$ cat src/rtl/cpu_pkg.sv
// Shared processor definitions: opcode set, accumulator source encodings,
// writeback FSM states and the ALU-opcode classifier used by the controller.
package cpu_pkg;

    localparam logic [3:0] OP_NOP  = 4'b0000;
    localparam logic [3:0] OP_ADD  = 4'b0001;
    localparam logic [3:0] OP_SUB  = 4'b0010;
    localparam logic [3:0] OP_NOR  = 4'b0011;
    localparam logic [3:0] OP_SHFR = 4'b1011;
    localparam logic [3:0] OP_SHFL = 4'b1100;

    localparam logic [1:0] SRC_ALU  = 2'b00;
    localparam logic [1:0] SRC_REG  = 2'b01;
    localparam logic [1:0] SRC_DATA = 2'b10;
    localparam logic [1:0] SRC_HOLD = 2'b11;

    typedef enum logic [1:0] {
        ST_IDLE   = 2'd0,
        ST_SETTLE = 2'd1,
        ST_WRITE  = 2'd2,
        ST_DONE   = 2'd3
    } wb_state_t;

    function automatic logic is_alu_op(input logic [3:0] op);
        case (op)
            OP_ADD, OP_SUB, OP_NOR, OP_SHFR, OP_SHFL: return 1'b1;
            default:                                  return 1'b0;
        endcase
    endfunction

endpackage

$ cat src/rtl/acc_writeback_unit_if.sv
// Controller/ALU-facing bundle of the accumulator writeback stage.
interface acc_writeback_unit_if #(parameter int WIDTH = 8);
    logic             start;
    logic [3:0]       op;
    logic [1:0]       acc_src;
    logic [WIDTH-1:0] alu_out;
    logic             alu_zero_flag;
    logic             alu_carry_out;
    logic [WIDTH-1:0] reg_in;
    logic [WIDTH-1:0] data_in;
    logic [3:0]       alu_select;
    logic [WIDTH-1:0] acc_q;
    logic             zero_q;
    logic             carry_q;
    logic             busy;
    logic             done;

    modport master (
        output start, op, acc_src, alu_out, alu_zero_flag, alu_carry_out, reg_in, data_in,
        input  alu_select, acc_q, zero_q, carry_q, busy, done
    );

    modport slave (
        input  start, op, acc_src, alu_out, alu_zero_flag, alu_carry_out, reg_in, data_in,
        output alu_select, acc_q, zero_q, carry_q, busy, done
    );
endinterface

$ cat src/rtl/acc_writeback_unit_settle_timer.sv
// Loadable down-counter that stops at zero; times the ALU settle window.
module settle_timer #(
    parameter int CNT_W = 4
) (
    input  logic             clk,
    input  logic             rst_n,
    input  logic             load,
    input  logic [CNT_W-1:0] load_value,
    input  logic             dec,
    output logic             is_zero
);
    logic [CNT_W-1:0] cnt;

    always_ff @(posedge clk or negedge rst_n) begin
        if (!rst_n) begin
            cnt <= '0;
        end else if (load) begin
            cnt <= load_value;
        end else if (dec && (cnt != '0)) begin
            cnt <= cnt - 1'b1;
        end
    end

    assign is_zero = (cnt == '0);
endmodule

$ cat src/rtl/acc_writeback_unit.sv
// Accumulator/flag owner behind the ALU: drives alu_select, waits for the
// result to settle, then writes ACC from ALU, REG or DATA.
module acc_writeback_unit
    import cpu_pkg::*;
#(
    parameter int WIDTH          = 8,
    parameter int SETTLE_CYCLES  = 2,
    parameter bit LOAD_SETS_ZERO = 1'b1
) (
    input  logic                 clk,
    input  logic                 rst_n,
    acc_writeback_unit_if.slave  bus
);
    localparam logic [3:0] SETTLE_INIT = 4'(SETTLE_CYCLES - 1);

    wb_state_t  state, next_state;
    logic [3:0] op_q;
    logic [1:0] src_q;
    logic       timer_load, timer_zero;
    logic [WIDTH-1:0] load_value;

    assign timer_load = (state == ST_IDLE) && bus.start && (bus.acc_src == SRC_ALU)
                        && is_alu_op(bus.op);

    settle_timer #(.CNT_W(4)) u_settle_timer (
        .clk        (clk),
        .rst_n      (rst_n),
        .load       (timer_load),
        .load_value (SETTLE_INIT),
        .dec        (state == ST_SETTLE),
        .is_zero    (timer_zero)
    );

    always_ff @(posedge clk or negedge rst_n) begin
        if (!rst_n) begin
            state <= ST_IDLE;
        end else begin
            state <= next_state;
        end
    end

    always_comb begin
        next_state = state;
        case (state)
            ST_IDLE: begin
                if (bus.start) begin
                    if (bus.acc_src == SRC_ALU) begin
                        next_state = is_alu_op(bus.op) ? ST_SETTLE : ST_DONE;
                    end else if (bus.acc_src == SRC_HOLD) begin
                        next_state = ST_DONE;
                    end else begin
                        next_state = ST_WRITE;
                    end
                end
            end
            ST_SETTLE: if (timer_zero) next_state = ST_WRITE;
            ST_WRITE:  next_state = ST_DONE;
            default:   next_state = ST_IDLE;
        endcase
    end

    // Select stays on the latched op through WRITE so the result is stable at capture.
    always_comb begin
        bus.busy       = (state == ST_SETTLE) || (state == ST_WRITE);
        bus.done       = (state == ST_DONE);
        bus.alu_select = OP_NOP;
        if (((state == ST_SETTLE) || (state == ST_WRITE)) && (src_q == SRC_ALU)) begin
            bus.alu_select = op_q;
        end
    end

    always_ff @(posedge clk or negedge rst_n) begin
        if (!rst_n) begin
            op_q  <= OP_NOP;
            src_q <= SRC_ALU;
        end else if ((state == ST_IDLE) && bus.start) begin
            op_q  <= bus.op;
            src_q <= bus.acc_src;
        end
    end

    assign load_value = (src_q == SRC_REG) ? bus.reg_in : bus.data_in;

    always_ff @(posedge clk or negedge rst_n) begin
        if (!rst_n) begin
            bus.acc_q   <= '0;
            bus.zero_q  <= 1'b0;
            bus.carry_q <= 1'b0;
        end else if (state == ST_WRITE) begin
            if (src_q == SRC_ALU) begin
                bus.acc_q   <= bus.alu_out;
                bus.zero_q  <= bus.alu_zero_flag;
                bus.carry_q <= bus.alu_carry_out;
            end else if (src_q != SRC_HOLD) begin
                bus.acc_q <= load_value;
                if (LOAD_SETS_ZERO) bus.zero_q <= (load_value == '0);
            end
        end
    end
endmodule

$ cat src/flat_wrapper.sv
// flat-port wrapper written by rule: the top's interface ports become plain ports
module acc_writeback_unit_flat import cpu_pkg::*;
#(
    parameter int WIDTH          = 8,
    parameter int SETTLE_CYCLES  = 2,
    parameter bit LOAD_SETS_ZERO = 1'b1
)
  (clk, rst_n, bus_start, bus_op, bus_acc_src, bus_alu_out, bus_alu_zero_flag, bus_alu_carry_out, bus_reg_in, bus_data_in, bus_alu_select, bus_acc_q, bus_zero_q, bus_carry_q, bus_busy, bus_done);
  acc_writeback_unit_if #(.WIDTH(WIDTH)) bus_i ();
  input  logic clk;
  input  logic rst_n;
  input wire logic [$bits(bus_i.start)-1:0] bus_start;
  input wire logic [$bits(bus_i.op)-1:0] bus_op;
  input wire logic [$bits(bus_i.acc_src)-1:0] bus_acc_src;
  input wire logic [$bits(bus_i.alu_out)-1:0] bus_alu_out;
  input wire logic [$bits(bus_i.alu_zero_flag)-1:0] bus_alu_zero_flag;
  input wire logic [$bits(bus_i.alu_carry_out)-1:0] bus_alu_carry_out;
  input wire logic [$bits(bus_i.reg_in)-1:0] bus_reg_in;
  input wire logic [$bits(bus_i.data_in)-1:0] bus_data_in;
  output wire logic [$bits(bus_i.alu_select)-1:0] bus_alu_select;
  output wire logic [$bits(bus_i.acc_q)-1:0] bus_acc_q;
  output wire logic [$bits(bus_i.zero_q)-1:0] bus_zero_q;
  output wire logic [$bits(bus_i.carry_q)-1:0] bus_carry_q;
  output wire logic [$bits(bus_i.busy)-1:0] bus_busy;
  output wire logic [$bits(bus_i.done)-1:0] bus_done;
  assign bus_i.start = bus_start;
  assign bus_i.op = bus_op;
  assign bus_i.acc_src = bus_acc_src;
  assign bus_i.alu_out = bus_alu_out;
  assign bus_i.alu_zero_flag = bus_alu_zero_flag;
  assign bus_i.alu_carry_out = bus_alu_carry_out;
  assign bus_i.reg_in = bus_reg_in;
  assign bus_i.data_in = bus_data_in;
  assign bus_alu_select = bus_i.alu_select;
  assign bus_acc_q = bus_i.acc_q;
  assign bus_zero_q = bus_i.zero_q;
  assign bus_carry_q = bus_i.carry_q;
  assign bus_busy = bus_i.busy;
  assign bus_done = bus_i.done;
  acc_writeback_unit #(.WIDTH(WIDTH), .SETTLE_CYCLES(SETTLE_CYCLES), .LOAD_SETS_ZERO(LOAD_SETS_ZERO)) u_core (.clk(clk), .rst_n(rst_n), .bus(bus_i));
endmodule
$ cat config.mk
export PLATFORM = sky130hd
export DESIGN_NAME = acc_writeback_unit_flat
export DESIGN_NICKNAME = d
export VERILOG_FILES = /design/src/rtl/cpu_pkg.sv /design/src/rtl/acc_writeback_unit_if.sv /design/src/rtl/acc_writeback_unit_settle_timer.sv /design/src/rtl/acc_writeback_unit.sv /design/src/flat_wrapper.sv
export SDC_FILE = /design/constraint.sdc
export NUM_CORES = 1
export LEC_CHECK = 0
export BUFFER_PORTS_ARGS = -buffer_cell sky130_fd_sc_hd__buf_4
export CORE_MARGIN = 1.5
export CORE_UTILIZATION = 44
export CTS_CLUSTER_SIZE = 24
export DETAILED_ROUTE_END_ITERATION = 12
export PLACE_DENSITY_LB_ADDON = 0.15
export SLEW_MARGIN = 20
export SYNTH_ARGS = -nofsm -noshare
export SYNTH_HDL_FRONTEND = slang
export SYNTH_SLANG_ARGS = --single-unit
$ cat constraint.sdc
create_clock -name clk -period 1.45 [get_ports clk]
set_input_delay 0.29 -clock clk [delete_from_list [all_inputs] [get_ports clk]]
set_output_delay 0.29 -clock clk [all_outputs]
set_load 0.005 [all_outputs]
==> metrics <==
Largest stage delay, worst path=0.42 ns; clock tree from TritonCTS=done; total wire length after detailed routing=3.51 mm; ordered list of cells on the worst path=inv_4 -> ha_4 -> nor3b_4 -> and2_4 -> buf_4; number of distinct library cells after synthesis=35; worst endpoint data arrival time=1.51 ns; clock-pin transition on the worst setup and hold timing paths=0.12 ns; Synth Instances=141; class of the most critical setup path=flip-flop to output pin; remaining global-route overflow=0; worst-path maximum fanout=4; source-to-sink clock delay at the later pin of the worst-skew pair=0.30 ns; Period Utilization, post-route=1.24; number of buffers created by CTS=3; total of buffers placed on input and output ports=50; worst path required time=1.16 ns; time the worst path needs with I/O delays and setup=1.80 ns; first-pass GRT wire length=5.33 mm; worst setup skew after layout=0.00488 ns; type of destination of the critical path=output pin; number of vias after detailed routing=1,315; average wire length per cell after detail routing=13.9 um; peak supply drop=1.44 mV; Util after Layout=0.708; core region area=3050 um^2; die footprint=3540 um^2; post-placement worst setup slack=-0.0627 ns; router iterations before antenna repair=4; number of hold violations in the final report=0; Root Driver=sky130_fd_sc_hd__clkbuf_4; initial cell density of the core=0.461; Vert. Die Dim=59.5 um; flip-flop cell with the highest count after synthesis=sky130_fd_sc_hd__dfrtp_1; worst slew pin tran=0.403 ns; Post-synth ARST share=1.00; warning count from the yosys run=0; setup violators final=8; diode count=0; x dimension of the die=59.5 um; # Max-Cap Violations=0; pin count of the biggest net entering global routing=23; maximum buffer depth of the clock tree=2; maximum clock rate=0.555 GHz; Post-Syn Area=1410 um^2; run status=complete, but fails checks; Post-route DRC=0; fraction of layout instances using a drive strength above 1=0.493; maximum level of the CTS H-tree=1; violated checks=setup timing; number of top-level design ports=51; count of standard-cell rows=20; routability congestion estimate from global placement=0.845; setup repair after global routing missed its margin=true; Max stage delay cell, worst path=sky130_fd_sc_hd__dfrtp_2; flip-flop and latch count after synthesis=22; sink count of the clock tree=22; net total in the final layout=252; setup tns final=-1.95 ns; vias in the first global route=1,283; number of DRC violations after detailed-routing iteration 0=49; type of the tightest min-delay check=primary input to flip-flop; WHS=0.205 ns; HPWL after DPL=2.60 mm; number of flops mapped to enable cells by yosys=0; total power per unit cell area=2030 nW/um^2; portion of the post-synthesis area used by sequential elements=0.391; post-detailed-route via-to-cell ratio=5.20; final number of max-transition violations=0; antenna violations before repair=0; leak pwr=0.960 nW; Total GRT Usage=0.199; Worst slew margin=0.731; non-filler cells, final=253; Net Count, Synth=183; number of nets with antenna violations after detailed routing=0; number of instances in the placed design=242; syn_area_per_cell=9.97 um^2; nature of the critical path startpoint=flip-flop; layout overhead on the synthesized area=53.7%; Final WS setup=-0.352 ns
==> stage by stage <==
stage                     cell area, um^2  total power, W
after global placement               1960         0.00344
after CTS                            2070         0.00410
after floorplan                      1460         0.00255
after detailed placement             1960         0.00355
final                                2160         0.00439
after global routing                 2160         0.00471
==> worst paths after layout <==
kind	cells after the start	startpoint	endpoint	slack (ns)
setup / recovery	5	u_core.state[1]$_DFFE_PN0P_	bus_alu_select[2]	-0.35
min in group asynchronous	2	rst_n	u_core.bus.carry_q$_DFFE_PN0P_	0.40
hold reg to reg	1	u_core.bus.carry_q$_DFFE_PN0P_	u_core.bus.carry_q$_DFFE_PN0P_	0.50
hold / removal	2	bus_alu_carry_out	u_core.bus.carry_q$_DFFE_PN0P_	0.20
max in group asynchronous	2	rst_n	u_core.state[1]$_DFFE_PN0P_	0.80
setup reg to reg	7	u_core.state[1]$_DFFE_PN0P_	u_core.u_settle_timer.cnt[3]$_DFFE_PN0P_	-0.21
==> critical path: cells and delay by family, from the launching register on <==
| kind | cells | cell delay (ns) |
|---|---|---|
| buffers and inverters | 2 | 0.14 |
| adder cells (fa/ha/maj) | 1 | 0.26 |
| AND/OR/NAND/NOR | 2 | 0.39 |
| flip-flops | 1 | 0.42 |
==> cell families after synthesis <==
group / count (synthesis) / synth area share
DFF: 22 / 0.391
AOI/OAI and AO/OA: 32 / 0.139
buffers and inverters: 13 / 0.0383
adders and majority gates: 7 / 0.0623
and+or+nand+nor: 44 / 0.195
muxes: 22 / 0.168
xor gates and xnor gates: 1 / 0.00623
==> registers in the layout, indices dropped and copies added (netlist names) <==
register / flops
u_core.bus.zero_q: 1
u_core.u_settle_timer.cnt: 4
u_core.op_q: 4
u_core.src_q: 2
u_core.bus.carry_q: 1
u_core.bus.acc_q: 8
u_core.state: 2
==> layer usage <==
layer / routed length (um) / GRT usage
met1: 1450 / 0.221
met2: 1870 / 0.399
met3: 181 / 0.0197
met4: 16 / 0.0476
met5: 0 / 0
==> cell type report <==
class                      instances  area, um^2
timing repair buffer              69         558
inverter                           8        32.5
tap                               44        55.1
fill                             266         891
clock buffer                       4        26.3
multi-input combinational        106         938
sequential                        22         552
==> power by group <==
| part | leakage, nW | switching [W] | internal [W] | total [W] |
|---|---|---|---|---|
| combinational | 0.688 | 0.00126 | 0.00164 | 0.00290 |
| clock | 0.0150 | 0.000176 | 0.000107 | 0.000283 |
| sequential | 0.257 | 0.000273 | 0.000931 | 0.00120 |
| total | 0.960 | 0.00171 | 0.00268 | 0.00439 |
==> cell usage after synthesis, drive strengths merged, types with 4 or more instances <==
cell    count  area [um^2]
o22ai       8         50.1
nand2b     12         75.1
nand2       7         26.3
mux2i       9         90.1
inv         8         30.0
mux2       13          146
buf         4         20.0
nor2        6         22.5
dfrtp      22          551
o21ai       5         25.0
a21oi      12         60.1
and2        4         25.0
ha          7         87.6
==> cells in the final DEF, fill, tap and decap left out, drive strengths merged <==
cell,synthesis,layout
dfrtp,22,22
nor4b,1,1
nand4b,1,1
or4,1,1
and2,4,4
o221ai,1,1
inv,8,8
mux2,13,13
a2111oi,1,1
a31oi,1,1
a22oi,1,1
nor4,2,2
nor3b,3,3
ha,7,7
buf,4,67
o21ai,5,5
clkbuf,1,5
nand2,7,7
mux2i,9,9
nor2b,2,2
o22ai,8,8
a21oi,12,12
nor2,6,6
nor3,3,3
nand2b,12,12
a211oi,3,3
and4bb,1,1
or4b,1,1
dlygate4sd3,0,1
xnor2,1,1
==> timing repair <==
action / 4_1_cts / 5_1_grt
setup endpoints to repair: 10 / 18
cloned: 0 / 1
setup buffers: 2 / 5
endpoints found under the hold margin: 22 / 0
resized for setup: 11 / 10
pin swaps: 5 / 9
hold buffers: 1 / 0
Power figures use the tool's default switching activity.
